[src/rtl/debug_display.sv]
`default_nettype none
// ============================================================================
// Module      : debug_display
// Description : Board-level viewer for the processor's observation outputs.
//               Two debounced buttons pick one of seven 32-bit sources and
//               its upper or lower 16 bits. The selected half is shown as
//               four hex digits on a multiplexed, active-low 7-segment
//               display.
// Config      : Define LEADING_ZERO_BLANK_EN to blank the digits above the
//               most-significant nonzero nibble. Digit 0 is always lit.
//               When the macro is undefined, all four digits are shown.
// Ports       : clk            in   system clock, rising edge
//               resetN         in   asynchronous active-low reset
//               btnSelect      in   raw button, advances the source select
//               btnHalf        in   raw button, toggles the upper/lower half
//               programCounter in   source 0
//               aluResult      in   source 1
//               r1,r2,r5,r7    in   sources 2,3,4,5
//               mem25          in   source 6
//               an[3:0]        out  digit anodes, active-low, an[0] rightmost
//               seg[6:0]       out  segments {g,f,e,d,c,b,a}, active-low
//               dp             out  decimal point, active-low
//               ledSel[2:0]    out  current source index
// Revision    : 1.0  initial release
// ============================================================================
module debug_display #(
    parameter int DEBOUNCE_CYCLES = 500000,
    parameter int REFRESH_CYCLES  = 50000
) (
    input  logic        clk,
    input  logic        resetN,
    input  logic        btnSelect,
    input  logic        btnHalf,
    input  logic [31:0] programCounter,
    input  logic [31:0] aluResult,
    input  logic [31:0] r1,
    input  logic [31:0] r2,
    input  logic [31:0] r5,
    input  logic [31:0] r7,
    input  logic [31:0] mem25,
    output logic [3:0]  an,
    output logic [6:0]  seg,
    output logic        dp,
    output logic [2:0]  ledSel
);

    localparam int c_DB_WIDTH = $clog2(DEBOUNCE_CYCLES + 1);
    localparam int c_RF_WIDTH = $clog2(REFRESH_CYCLES + 1);
    localparam logic [c_DB_WIDTH-1:0] c_DB_LAST = c_DB_WIDTH'(DEBOUNCE_CYCLES - 1);
    localparam logic [c_DB_WIDTH-1:0] c_DB_ONE  = c_DB_WIDTH'(1);
    localparam logic [c_RF_WIDTH-1:0] c_RF_LAST = c_RF_WIDTH'(REFRESH_CYCLES - 1);
    localparam logic [c_RF_WIDTH-1:0] c_RF_ONE  = c_RF_WIDTH'(1);
    localparam logic [2:0]            c_SEL_LAST = 3'd6;

    // Index 0 = select button, index 1 = half button.
    logic [1:0] w_rawBtn;
    logic [1:0] w_btnPulse;

    assign w_rawBtn = {btnHalf, btnSelect};

    // ------------------------------------------------------------------------
    // Per-button synchronizer + debouncer. The counter counts consecutive
    // synced samples that differ from the accepted level. The level flips on
    // the DEBOUNCE_CYCLES-th such sample. Only a rising flip emits a pulse.
    // ------------------------------------------------------------------------
    generate
        for (genvar gi = 0; gi < 2; gi++) begin : g_debounce
            logic [1:0]            r_sync;
            logic                  r_level;
            logic                  r_pulse;
            logic [c_DB_WIDTH-1:0] r_count;

            always_ff @(posedge clk or negedge resetN) begin
                if (!resetN) begin
                    r_sync  <= 2'b00;
                    r_level <= 1'b0;
                    r_pulse <= 1'b0;
                    r_count <= '0;
                end else begin
                    r_sync  <= {r_sync[0], w_rawBtn[gi]};
                    r_pulse <= 1'b0;
                    if (r_sync[1] == r_level) begin
                        r_count <= '0;
                    end else if (r_count == c_DB_LAST) begin
                        r_count <= '0;
                        r_level <= r_sync[1];
                        r_pulse <= r_sync[1];
                    end else begin
                        r_count <= r_count + c_DB_ONE;
                    end
                end
            end

            assign w_btnPulse[gi] = r_pulse;
        end
    endgenerate

    // ------------------------------------------------------------------------
    // Source / half selection. The select button wins over the half button
    // and always returns to the lower half.
    // ------------------------------------------------------------------------
    logic [2:0] r_sel;
    logic       r_half;

    always_ff @(posedge clk or negedge resetN) begin
        if (!resetN) begin
            r_sel  <= 3'd0;
            r_half <= 1'b0;
        end else if (w_btnPulse[0]) begin
            r_sel  <= (r_sel == c_SEL_LAST) ? 3'd0 : r_sel + 3'd1;
            r_half <= 1'b0;
        end else if (w_btnPulse[1]) begin
            r_half <= ~r_half;
        end
    end

    assign ledSel = r_sel;

    logic [31:0] w_source;
    logic [15:0] w_taken;

    always_comb begin
        w_source = programCounter;
        case (r_sel)
            3'd0:    w_source = programCounter;
            3'd1:    w_source = aluResult;
            3'd2:    w_source = r1;
            3'd3:    w_source = r2;
            3'd4:    w_source = r5;
            3'd5:    w_source = r7;
            3'd6:    w_source = mem25;
            default: w_source = programCounter;
        endcase
        w_taken = r_half ? w_source[31:16] : w_source[15:0];
    end

    // ------------------------------------------------------------------------
    // Scan timing. The snapshot is refreshed only on the 3 -> 0 wrap, so one
    // frame always shows a single coherent value.
    // ------------------------------------------------------------------------
    logic [c_RF_WIDTH-1:0] r_refresh;
    logic [1:0]            r_digit;
    logic [15:0]           r_snapshot;

    always_ff @(posedge clk or negedge resetN) begin
        if (!resetN) begin
            r_refresh  <= '0;
            r_digit    <= 2'd0;
            r_snapshot <= 16'h0000;
        end else if (r_refresh == c_RF_LAST) begin
            r_refresh <= '0;
            r_digit   <= r_digit + 2'd1;
            if (r_digit == 2'd3) begin
                r_snapshot <= w_taken;
            end
        end else begin
            r_refresh <= r_refresh + c_RF_ONE;
        end
    end

    // ------------------------------------------------------------------------
    // Digit decode.
    // ------------------------------------------------------------------------
    logic [3:0] w_nibble;
    logic [6:0] w_segCode;
    logic       w_blank;

    assign w_nibble = r_snapshot[{r_digit, 2'b00} +: 4];

    always_comb begin
        w_segCode = 7'b1000000;
        case (w_nibble)
            4'h0: w_segCode = 7'b1000000;
            4'h1: w_segCode = 7'b1111001;
            4'h2: w_segCode = 7'b0100100;
            4'h3: w_segCode = 7'b0110000;
            4'h4: w_segCode = 7'b0011001;
            4'h5: w_segCode = 7'b0010010;
            4'h6: w_segCode = 7'b0000010;
            4'h7: w_segCode = 7'b1111000;
            4'h8: w_segCode = 7'b0000000;
            4'h9: w_segCode = 7'b0010000;
            4'hA: w_segCode = 7'b0001000;
            4'hB: w_segCode = 7'b0000011;
            4'hC: w_segCode = 7'b1000110;
            4'hD: w_segCode = 7'b0100001;
            4'hE: w_segCode = 7'b0000110;
            4'hF: w_segCode = 7'b0001110;
            default: w_segCode = 7'b1000000;
        endcase
    end

`ifdef LEADING_ZERO_BLANK_EN
    // Highest digit that must stay lit. Later tests override earlier ones,
    // so the result is the most-significant nonzero nibble (or digit 0).
    logic [1:0] w_topDigit;

    always_comb begin
        w_topDigit = 2'd0;
        if (r_snapshot[7:4]   != 4'h0) w_topDigit = 2'd1;
        if (r_snapshot[11:8]  != 4'h0) w_topDigit = 2'd2;
        if (r_snapshot[15:12] != 4'h0) w_topDigit = 2'd3;
    end

    assign w_blank = (r_digit > w_topDigit);
`else
    assign w_blank = 1'b0;
`endif

    // ------------------------------------------------------------------------
    // Registered display outputs. an, seg and dp all follow r_digit by one
    // cycle, so they change together.
    // ------------------------------------------------------------------------
    logic [3:0] r_an;
    logic [6:0] r_seg;
    logic       r_dp;

    always_ff @(posedge clk or negedge resetN) begin
        if (!resetN) begin
            r_an  <= 4'b1110;
            r_seg <= 7'b1000000;
            r_dp  <= 1'b1;
        end else begin
            r_an  <= w_blank ? 4'b1111 : ~(4'b0001 << r_digit);
            r_seg <= w_blank ? 7'h7F : w_segCode;
            r_dp  <= ~((r_digit == 2'd3) & r_half);
        end
    end

    assign an  = r_an;
    assign seg = r_seg;
    assign dp  = r_dp;

endmodule
`default_nettype wire

[config.mk]
export PLATFORM = sky130hd
export DESIGN_NAME = debug_display
export DESIGN_NICKNAME = d
export VERILOG_FILES = /design/src/rtl/debug_display.sv
export SDC_FILE = /design/constraint.sdc
export NUM_CORES = 1
export LEC_CHECK = 0
export BUFFER_PORTS_ARGS = -buffer_cell sky130_fd_sc_hd__buf_2
export CELL_PAD_IN_SITES_DETAIL_PLACEMENT = 1
export CELL_PAD_IN_SITES_GLOBAL_PLACEMENT = 2
export CORE_MARGIN = 5
export CORE_UTILIZATION = 29
export CTS_CLUSTER_SIZE = 25
export DETAILED_ROUTE_END_ITERATION = 8
export GPL_ROUTABILITY_DRIVEN = 0
export PLACE_DENSITY_LB_ADDON = 0.3
export SLEW_MARGIN = 20
export SYNTH_ARGS = -nofsm -noshare
export SYNTH_HDL_FRONTEND = slang
export SYNTH_SLANG_ARGS = --single-unit
export TNS_END_PERCENT = 1
[constraint.sdc]
create_clock -name clk -period 3.5 [get_ports clk]
set_input_delay 0.35 -clock clk [delete_from_list [all_inputs] [get_ports clk]]
set_output_delay 0.35 -clock clk [all_outputs]
set_load 0.005 [all_outputs]
==> run metrics <==
cell family with most CP delay compound AO/OA/AOI/OAI gates; P_int 1.88 mW; pin count of the biggest net entering global routing 67; initial core utilization 0.296; Max H-tree Level 3; die height between 150 and 200 um; hold buffer count at CTS 0; CTS clk-pin slew, worst paths about 80 ps; Critical Path End Type flop; Buf/Inv on CP 2; grt total ovfl 0; Worst Setup SP ledSel[2]; switching share of power 0.237; final hold slack ~46 ps; layout cells sized above 1 0.331; residual DRC count 0; number of synthesized flops with an enable pin 0; Final ANT Viol Nets 0; Sw Pwr 0.583 mW; Setup TNS 0 ps; Synth top area share 0.338; synthesized area per cell roughly 9 um^2; Syn Inst Count between 700 and 800; Die ar. 26400 um^2; Crit Path Max Fanout 39; Mapped Area 6740 um^2; Die X about 160 um; RSZ-0062 raised after global routing false; Reg power frac 0.459; Sink Count 96; Longest Clk Path Bufs 2; combinational share of power 0.094; Netlist cell types between 60 and 70; Initial DRT Pass Iterations 5; status finished clean; Seq. cell area between 2000 and 2500 um^2; R2R Setup Slk between 700 and 800 ps; Worst Hold Class in2async; Slew HR 0.408; clk_lat worst skew about 350 ps; nets 1203; Peak Freq 360 MHz; Multi-input gate area just under 4000 um^2; Peak supply drop between 0.0002 and 0.00025 V; Post CTS Setup Buffer Count 0; r2r worst-path depth 8; WP data required roughly 3700 ps; Arr. time, crit path roughly 3000 ps; initial antenna violation count 0; PD cells ~290 nW/um^2; Primary FF master, synth dfrtp_1; first-pass GRT wire length around 42000 um; final-report max-slew violation count 0; Seq/Total Area, Yosys 0.357; buffers added on ports 242; cell chain of the critical path inv_1 > ha_1 > buf_4 > nor2_1 > o21ai_0 > o2111a_1 > a211oi_1 > a211o_1; DRT iter0 DRCs between 300 and 400; GRT Util Overall 0.206; vias in the first global route roughly 7000; Post-Syn Nets 994; ys async rst share 1.00; Crit-path slowest cell buf_4; CP Launch Type flop; Total Wirelength between 20000 and 30000 um; Post-DP HPWL between 20000 and 25000 um; Synth area leaders dfrtp_1 (34%), mux2_2 (4.5%), nor2_1 (4.5%), xnor2_1 (3.4%), xor2_1 (3.4%); Root Driver clkbuf_16; final hold vios 0; crit-path max cell delay between 400 and 500 ps; area leader, netlist dfrtp_1; CTS tree yes; core area about 23000 um^2; final-report setup violation count 0; Layout Area Growth over Synthesis 25.7%; Std-Cell Rows 55; Tcrit/Tclk final 0.794; leak pwr 3.78 nW; worst-margin pin slew 889 ps; vias per cell around 5.2; DR WL/cell roughly 22 um; synthesized flop and latch total 96; Final min period between 2000 and 3000 ps; Via Count 6672; worst r2r src ledSel[2]; max-cap viol count 0; post_cts resized 0; CP Class reg2reg; Layout fillers 2727; worst setup path end r_snapshot[14]; RR Endpoint r_snapshot[14]; Syn. warnings 0; # IOs 243; CP Depth 8; power share of the clock group 0.447; Clock Skew around 9.5 ps; total CTS buffers 9
-- kinds of logic after synthesis --
group	Yosys count	synth area share
XOR/XNOR	52	0.0676
AO/OA/AOI/OAI	197	0.207
adder cells (fa/ha/maj)	14	0.0260
flip-flops	96	0.357
multiplexers	35	0.0644
AND/OR/NAND/NOR	285	0.222
buffers and inverters	73	0.0553
-- cell usage in the layout, fill, tap and decap left out, types with 6 or more instances in the layout --
cell type  count
nor2_1        81
and2_1        17
o211ai_1      10
nand2_1       57
nand3_1       32
nand4_1       10
nor3b_1        8
a21oi_1       32
buf_2        241
inv_1         16
nor4_1         6
nor2b_1       16
xor2_1        26
o21ai_0       31
mux2_2        27
and4_1        11
buf_4         14
ha_1          14
o2111ai_1     13
a22oi_1       28
a211oi_1      17
o21a_1        11
dfrtp_1       88
nor3_1         9
xnor2_1       26
clkbuf_16      9
a21o_1        10
and3_1         9
o221ai_1       6
-- cells in the mapped netlist, drive strengths merged, types with 5 or more instances --
cell     number
nor3          9
and4         11
xor2         26
and3          9
dfrtp        91
ha           14
dfstp         5
a22o          5
nor2b        18
a32oi         5
clkbuf       20
o211ai       10
o2111ai      13
a211o         5
o221ai        6
and2         19
a221oi        5
nor4          6
nand3        32
xnor2        26
a21o         10
o21ai        31
o21a         11
a211oi       17
inv          16
buf          37
a22oi        28
nand4        10
nor3b         8
mux2         27
nand2        57
a21oi        32
nor2         81
-- per-layer routing --
layer | GRT usage | vias up | routed length (um)
li1 | - | 3175 | -
met1 | 0.244 | 3228 | 11600
met2 | 0.368 | 228 | 14000
met3 | 0.0428 | 41 | 1730
met4 | 0.0746 | 0 | 801
met5 | 0 | - | 0
-- per-stage QoR --
step / setup WS, ps / std cells / total power [mW] / utilization / cell area [um^2]
2_1_floorplan: 698 / 752 / 1.20 / - / 6740
3_3_place_gp: 843 / 1263 / 1.39 / 0.357 / 8140
3_5_place_dp: 744 / 1263 / 1.39 / 0.357 / 8140
4_1_cts: 731 / 1279 / 2.50 / 0.372 / 8460
6_report: 720 / 1280 / 2.46 / 0.372 / 8470
5_1_grt: 509 / 1279 / 2.56 / 0.372 / 8460
-- state kept, by name (all words and copies together), names as in the netlist --
signal / count
r_refresh: 16
g_debounce.r_sync: 4
g_debounce.r_count: 38
r_digit: 2
g_debounce.r_pulse: 2
seg: 7
r_half: 1
ledSel: 3
dp: 1
r_snapshot: 16
an: 4
g_debounce.r_level: 2
-- layout make-up --
| class | instances | share of cell area |
|---|---|---|
| clock inverter | 7 | 0.0121 |
| multi-input combinational | 583 | 0.468 |
| clock buffer | 9 | 0.0266 |
| antenna | 1 | 0.000296 |
| timing repair buffer | 255 | 0.155 |
| tap | 313 | 0.0463 |
| inverter | 16 | 0.00709 |
| sequential | 96 | 0.285 |
-- worst min-delay path by stage --
stage                             from                        end  cells past startpoint
5_1_grt                      btnSelect    g_debounce[0].r_sync[0]                      1
3_5_place_dp   g_debounce[1].r_sync[0]    g_debounce[1].r_sync[1]                      0
3_3_place_gp   g_debounce[1].r_sync[0]    g_debounce[1].r_sync[1]                      0
2_1_floorplan                   resetN                      an[0]                      0
4_1_cts                         resetN  g_debounce[1].r_count[12]                      1
6_report                        resetN   g_debounce[1].r_count[7]                      1
-- power by group through the flow --
stage	combinational (mW)	clock (mW)	sequential (mW)
finish	0.232	1.10	1.13
global route	0.255	1.17	1.13
CTS	0.237	1.13	1.13
detailed placement	0.236	0	1.15
global placement	0.235	0	1.15
floorplan	0.0559	0	1.15
Power figures use the tool's default switching activity.
